### config.mk
export PLATFORM = sky130hd
export DESIGN_NAME = alu_multicycle_flat
export DESIGN_NICKNAME = d
export VERILOG_FILES = /design/src/rtl/alu_multicycle_if.sv /design/src/rtl/alu_multicycle.sv /design/src/flat_wrapper.sv
export SDC_FILE = /design/constraint.sdc
export NUM_CORES = 1
export LEC_CHECK = 0
export ABC_CLOCK_PERIOD_IN_PS = 8250
export CELL_PAD_IN_SITES_DETAIL_PLACEMENT = 0
export CELL_PAD_IN_SITES_GLOBAL_PLACEMENT = 1
export CORE_UTILIZATION = 48
export DETAILED_ROUTE_END_ITERATION = 7
export PLACE_DENSITY_LB_ADDON = 0.3
export SLEW_MARGIN = 20
export SYNTH_ARGS = -nofsm -noshare
export SYNTH_HDL_FRONTEND = slang
export SYNTH_SLANG_ARGS = --single-unit
### constraint.sdc
create_clock -name clk -period 8.25 [get_ports clk]
set_clock_uncertainty 0.2 [all_clocks]
set_input_delay 1.2375 -clock clk [delete_from_list [all_inputs] [get_ports clk]]
set_output_delay 1.2375 -clock clk [all_outputs]
set_load 0.01 [all_outputs]
### src/rtl/alu_multicycle_if.sv
// Operand/result bundle between the datapath (master) and the multicycle ALU (slave).
// Carries the start/busy/done handshake plus operands and registered results.
interface alu_multicycle_if #(
    parameter int WIDTH = 32
);
    logic             start;
    logic [3:0]       alu_control;
    logic [WIDTH-1:0] a;
    logic [WIDTH-1:0] b;
    logic [WIDTH-1:0] result;
    logic [WIDTH-1:0] hi;
    logic             zero;
    logic             busy;
    logic             done;
    logic             div_by_zero;

    modport master (
        output start, alu_control, a, b,
        input  result, hi, zero, busy, done, div_by_zero
    );

    modport slave (
        input  start, alu_control, a, b,
        output result, hi, zero, busy, done, div_by_zero
    );
endinterface

### src/rtl/alu_multicycle.sv
// Execution unit: single-cycle ADD/SUB/SLT/AND/OR and an iterative signed
// restoring divider (quotient in result, remainder in hi) behind start/busy/done.
module alu_multicycle #(
    parameter int WIDTH = 32
) (
    input logic             clk,
    input logic             reset,
    alu_multicycle_if.slave bus
);
    localparam int CW = (WIDTH > 1) ? $clog2(WIDTH) : 1;

    typedef enum logic [1:0] {IDLE, RUN, FIX} state_t;

    typedef enum logic [3:0] {
        OP_AND = 4'b0000,
        OP_OR  = 4'b0001,
        OP_ADD = 4'b0010,
        OP_SUB = 4'b0110,
        OP_SLT = 4'b0111,
        OP_DIV = 4'b1010
    } op_t;

    state_t           state, state_n;
    logic [WIDTH-1:0] rem, rem_n;
    logic [WIDTH-1:0] quot, quot_n;
    logic [WIDTH-1:0] dvs, dvs_n;
    logic             neg_q, neg_q_n;
    logic             neg_r, neg_r_n;
    logic [CW-1:0]    cnt, cnt_n;
    logic [WIDTH-1:0] result, result_n;
    logic [WIDTH-1:0] hi, hi_n;
    logic             zero, zero_n;
    logic             done, done_n;
    logic             dbz, dbz_n;

    logic [WIDTH:0]   shifted;
    logic             ge;
    logic [WIDTH-1:0] diff;
    logic [WIDTH-1:0] a_mag, b_mag;
    logic [WIDTH-1:0] q_fix, r_fix;
    logic [WIDTH-1:0] res;
    logic [WIDTH-1:0] hi_v;
    logic             slt;

    // Magnitudes are unsigned WIDTH-bit, so |-2^(WIDTH-1)| is represented exactly.
    always_comb begin
        a_mag   = bus.a[WIDTH-1] ? -bus.a : bus.a;
        b_mag   = bus.b[WIDTH-1] ? -bus.b : bus.b;
        shifted = {rem, quot[WIDTH-1]};
        ge      = (shifted >= {1'b0, dvs});
        diff    = shifted[WIDTH-1:0] - dvs;
        q_fix   = neg_q ? -quot : quot;
        r_fix   = neg_r ? -rem : rem;
        slt     = ($signed(bus.a) < $signed(bus.b));
    end

    always_comb begin
        state_n  = state;
        rem_n    = rem;
        quot_n   = quot;
        dvs_n    = dvs;
        neg_q_n  = neg_q;
        neg_r_n  = neg_r;
        cnt_n    = cnt;
        result_n = result;
        hi_n     = hi;
        zero_n   = zero;
        dbz_n    = dbz;
        done_n   = 1'b0;
        res      = '0;
        hi_v     = '0;

        case (state)
            IDLE: begin
                if (bus.start) begin
                    dbz_n  = 1'b0;
                    done_n = 1'b1;
                    case (bus.alu_control)
                        OP_ADD: res = bus.a + bus.b;
                        OP_SUB: res = bus.a - bus.b;
                        OP_SLT: res = {{(WIDTH-1){1'b0}}, slt};
                        OP_AND: res = bus.a & bus.b;
                        OP_OR:  res = bus.a | bus.b;
                        OP_DIV: begin
                            if (bus.b == '0) begin
                                res   = '1;
                                hi_v  = bus.a;
                                dbz_n = 1'b1;
                            end else begin
                                done_n  = 1'b0;
                                quot_n  = a_mag;
                                rem_n   = '0;
                                dvs_n   = b_mag;
                                neg_q_n = bus.a[WIDTH-1] ^ bus.b[WIDTH-1];
                                neg_r_n = bus.a[WIDTH-1];
                                cnt_n   = '0;
                                state_n = RUN;
                            end
                        end
                        default: res = '0;
                    endcase
                    if (done_n) begin
                        result_n = res;
                        hi_n     = hi_v;
                        zero_n   = (res == '0);
                    end
                end
            end
            RUN: begin
                // Dividend bits shift out of quot into rem; quotient bits shift in at bit 0.
                quot_n = {quot[WIDTH-2:0], ge};
                rem_n  = ge ? diff : shifted[WIDTH-1:0];
                cnt_n  = cnt + CW'(1);
                if (cnt == CW'(WIDTH-1)) begin
                    cnt_n   = '0;
                    state_n = FIX;
                end
            end
            FIX: begin
                result_n = q_fix;
                hi_n     = r_fix;
                zero_n   = (q_fix == '0);
                done_n   = 1'b1;
                state_n  = IDLE;
            end
            default: state_n = IDLE;
        endcase
    end

    always_ff @(posedge clk or posedge reset) begin
        if (reset) begin
            state  <= IDLE;
            rem    <= '0;
            quot   <= '0;
            dvs    <= '0;
            neg_q  <= 1'b0;
            neg_r  <= 1'b0;
            cnt    <= '0;
            result <= '0;
            hi     <= '0;
            zero   <= 1'b0;
            done   <= 1'b0;
            dbz    <= 1'b0;
        end else begin
            state  <= state_n;
            rem    <= rem_n;
            quot   <= quot_n;
            dvs    <= dvs_n;
            neg_q  <= neg_q_n;
            neg_r  <= neg_r_n;
            cnt    <= cnt_n;
            result <= result_n;
            hi     <= hi_n;
            zero   <= zero_n;
            done   <= done_n;
            dbz    <= dbz_n;
        end
    end

    assign bus.result      = result;
    assign bus.hi          = hi;
    assign bus.zero        = zero;
    assign bus.busy        = (state != IDLE);
    assign bus.done        = done;
    assign bus.div_by_zero = dbz;
endmodule

### src/flat_wrapper.sv
// flat-port wrapper written by rule: the top's interface ports become plain ports
module alu_multicycle_flat 
#(
    parameter int WIDTH = 32
)
  (clk, reset, bus_start, bus_alu_control, bus_a, bus_b, bus_result, bus_hi, bus_zero, bus_busy, bus_done, bus_div_by_zero);
  alu_multicycle_if #(.WIDTH(WIDTH)) bus_i ();
  input logic clk;
  input logic reset;
  input wire logic [$bits(bus_i.start)-1:0] bus_start;
  input wire logic [$bits(bus_i.alu_control)-1:0] bus_alu_control;
  input wire logic [$bits(bus_i.a)-1:0] bus_a;
  input wire logic [$bits(bus_i.b)-1:0] bus_b;
  output wire logic [$bits(bus_i.result)-1:0] bus_result;
  output wire logic [$bits(bus_i.hi)-1:0] bus_hi;
  output wire logic [$bits(bus_i.zero)-1:0] bus_zero;
  output wire logic [$bits(bus_i.busy)-1:0] bus_busy;
  output wire logic [$bits(bus_i.done)-1:0] bus_done;
  output wire logic [$bits(bus_i.div_by_zero)-1:0] bus_div_by_zero;
  assign bus_i.start = bus_start;
  assign bus_i.alu_control = bus_alu_control;
  assign bus_i.a = bus_a;
  assign bus_i.b = bus_b;
  assign bus_result = bus_i.result;
  assign bus_hi = bus_i.hi;
  assign bus_zero = bus_i.zero;
  assign bus_busy = bus_i.busy;
  assign bus_done = bus_i.done;
  assign bus_div_by_zero = bus_i.div_by_zero;
  alu_multicycle #(.WIDTH(WIDTH)) u_core (.clk(clk), .reset(reset), .bus(bus_i));
endmodule
==> key figures <==
Timing
  – Final Hold Viols: 0
  – Final setup fails: 0
  – Actual slew at the worst max-slew pin: about 1.3 ns
  – Fmax: 158 MHz
  – Max Transition Viols Final: 0
  – Min Hold Slack: 0.279 ns
  – Worst rel slew slack: roughly an eighth
  – Fin crit period: ~6.3 ns
  – Total negative setup slack: 0 ns
  – Final period util: 76.8%
  – Unrepaired setup endpoints after global routing: false

Clock tree
  – CTS Buf Count: 17
  – Clk sinks: about 170
  – Worst-Skew Late Latency: 0.44 ns
  – Setup bufs post-CTS: 0
  – Root Buffer: clkbuf_16
  – Clock buffer depth: 2
  – CTS tree: done
  – CTS clk-pin slew, worst paths: about 0.070 ns
  – Hold_buf cts: 0
  – CTS H-tree lvls: 4
  – Cts repair resizes: 0

Finish
  – Share of cells above drive strength 1: 4.41%
  – P&R area growth vs syn: 13.5%
  – Fin util: 55.3%
  – Nets: 2469
  – Diodes inserted: 0

Floorplan
  – Die area: ~36000 µm²
  – Die H: 189 µm
  – Starting Density: between 40% and 50%
  – Top-Level Pins: between 100 and 150
  – Die width: around 190 µm
  – Core footprint: between 30000 and 40000 µm²
  – Core Rows: between 60 and 70

Synth
  – Synth area leaders: dfrtp_1, ha_1, xnor2_1
  – Synth Net Count: about 2400
  – Synthesized cell area: approximately 17000 µm²
  – Synth Warn #: 0
  – Synth Instances: 2203
  – Yosys reg bits: 172
  – Mean Syn Cell Area: between 7 and 8 µm²
  – Top-area cell type share of the netlist area: 25.6%
  – Ys flop type: dfrtp_1
  – Library cells used by synthesis: between 80 and 90
  – Register area share after synthesis: approximately 26%
  – Post-synth top area cell: dfrtp_1
  – Post-synth EDFFs: 0
  – Asr flop ratio synth: 100%

Critical path
  – Crit path arrival time: 6.51 ns
  – Register-to-register setup slack: roughly 3.4 ns
  – Worst setup path start: bus_a[9]
  – CP bufs+invs: 2
  – CP top delay family: compound AO/OA/AOI/OAI gates
  – Worst R2R Start: u_core.quot[31]$_DFFE_PP0P_
  – Crit-path most repeated cell: nand2_1
  – Worst setup path class: in2reg
  – Stages on worst setup path: 14
  – Reg2reg path depth: 16
  – CP peak stage delay: around 0.83 ns
  – Startpoint Class: input pin
  – Worst Setup End Kind: flop
  – Req. time, crit path: 8.42 ns
  – Critical path fanouts, max: 15
  – Worst path slowest cell: a2111oi_0
  – Reg2Reg Capture Point: u_core.rem[30]$_DFFE_PP0P_
  – Critical path cell sequence: clkdlybuf4s50_1 -> inv_1 -> ha_1 -> nand2_1 -> o21ai_0 -> nor3_1 -> a21boi_0 -> mux2_1 -> a2111oi_0 -> nand2_1 -> nor4_1 -> nand4b_1 -> or4_1 -> o21ai_1

Place
  – Final Wtd Congestion: just over 1
  – Hpwl dp: 54300 µm
  – Port-buffer cells: ~140

Drt
  – WL final: just under 70000 µm
  – Antenna-violating nets left: 0
  – Vias per std cell: roughly 6.5
  – DRC violation count after routing: 0
  – Starting DRC count in detailed routing: between 1500 and 2000
  – Via count: approximately 18000
  – Avg WL per Cell: ~25 µm
  – Drt first pass iters: 5

Global routing
  – Grt ovf: 0
  – Vias in the first global route: 16722
  – Antenna violations before repair: 1
  – GRT Total Usage: 38.7%
  – First-pass GRT wire length: between 100000 and 150000 µm
  – Largest net degree at the start of global routing: 83

Power and ir drop
  – Pleak: between 8 and 9 nW
  – Peak VDD IR: 0.000173 V
  – Internal power: roughly 2.3 mW
  – Seq pwr share: a little under a third
  – Combinational Power Share: 49.4%
  – Pwr/cell area: roughly 220 nW/µm²
  – Clock group share of total power: 18.9%
  – Switching power share of the total: a little under half
  – Sw Pwr: about 2 mW

Flow run
  – Max Cap Viol: 0

Hold path
  – Hold EP: u_core.cnt[3]$_DFFE_PP0P_
  – Hold Crit Start: u_core.cnt[3]$_DFFE_PP0P_
  – Hold path depth: 1
  – Hold/Removal Path Class: reg2reg

Status
  – Status: completed
## area by class of cell
type	count	area [µm²]
inverter	149	564
clock inverter	15	150
timing repair buffer	165	1580
multi-input combinational	1749	11500
clock buffer	17	425
fill	3321	15400
sequential	172	4300
tap	455	569
## routing by layer
metal  vias to the layer above  share of wire, %  global-route usage, %
met5                         -             0.014                      0
met4                         2               6.0                   21.9
met3                       165               7.1                   4.89
met2                       856                45                   60.5
met1                      8567                42                   51.5
li1                       8031                 -                      -
## sequential cells by signal, indices dropped and copies added (netlist names)
name	flops
u_core.bus.div_by_zero	1
u_core.bus.done	1
u_core.bus.hi	32
u_core.bus.result	32
u_core.bus.zero	1
u_core.cnt	5
u_core.dvs	32
u_core.neg_q	1
u_core.neg_r	1
u_core.quot	32
u_core.rem	32
u_core.state	2
## power by group through the flow
| stage | Combinational (mW) | Sequential (mW) | Clock, mW |
|---|---|---|---|
| floorplan | 1.50 | 1.24 | 0 |
| global placement | 2.02 | 1.34 | 0 |
| detailed placement | 2.05 | 1.35 | 0 |
| CTS | 2.06 | 1.33 | 0.808 |
| global route | 2.30 | 1.37 | 0.835 |
| finish | 2.09 | 1.35 | 0.800 |
## cells in the mapped netlist (40+ instances only)
cell type  instances
ha_1             141
dfrtp_1          172
xor2_1            43
a21oi_1          186
xnor2_1          122
nor3_1            40
o31ai_1           45
nand2_1          218
o21ai_0          193
nor2_1           189
nand3_1           69
inv_1            146
clkbuf_1         119
## worst max-delay path by stage
stage	slack (ns)	to
3_5_place_dp	1.70	u_core.bus.zero$_DFFE_PP0P_
5_1_grt	1.82	u_core.bus.zero$_DFFE_PP0P_
4_1_cts	2.18	u_core.bus.zero$_DFFE_PP0P_
2_1_floorplan	2.15	u_core.bus.div_by_zero$_DFFE_PP0P_
6_report	1.91	u_core.bus.zero$_DFFE_PP0P_
3_3_place_gp	1.79	u_core.bus.zero$_DFFE_PP0P_
## worst register-to-register path, cell delays in order, from the launching register on
cell       delay [ns]
dfrtp_1          0.48
inv_1            0.27
ha_1             0.24
inv_1            0.06
fa_1             0.40
a21o_1           0.21
a21o_1           0.20
a31o_2           0.28
a211oi_1         0.27
o31ai_1          0.10
buf_4            0.17
and4_1           0.19
a2111oi_0        0.91
o21ai_0          0.26
a21oi_1          0.25
xor2_1           0.15
o21ai_0          0.08
## cells by family (layout without fill, tap and decap cells)
group	Yosys count	after routing	synth area share, %
AOI/OAI and AO/OA	712	712	27.2
and+or+nand+nor	703	703	19.8
buffers and inverters	282	346	6.35
DFF	172	172	25.6
xor gates and xnor gates	165	165	8.61
adders and majority gates	144	144	10.9
muxes	25	25	1.50
## stage by stage
stage | cell area [µm²] | power [mW] | cells | setup WS (ns)
after floorplan | 16800 | 2.74 | 2203 | 2.15
after global placement | 18500 | 3.36 | 2690 | 1.79
after detailed placement | 18500 | 3.40 | 2690 | 1.70
after CTS | 19000 | 4.20 | 2722 | 2.18
after global routing | 19000 | 4.51 | 2722 | 1.82
final | 19000 | 4.24 | 2722 | 1.91
## cells in the final DEF, fill, tap and decap left out, types with 38 or more instances in the layout
| cell type | Yosys | final |
|---|---|---|
| nand2_1 | 218 | 217 |
| o21ai_0 | 193 | 193 |
| nor2_1 | 189 | 189 |
| a21oi_1 | 186 | 185 |
| dfrtp_1 | 172 | 172 |
| inv_1 | 146 | 145 |
| ha_1 | 141 | 141 |
| clkdlybuf4s50_1 | 0 | 137 |
| xnor2_1 | 122 | 122 |
| nand3_1 | 69 | 69 |
| o31ai_1 | 45 | 45 |
| xor2_1 | 43 | 43 |
| nor3_1 | 40 | 38 |
(Power assumes the default switching activity.)
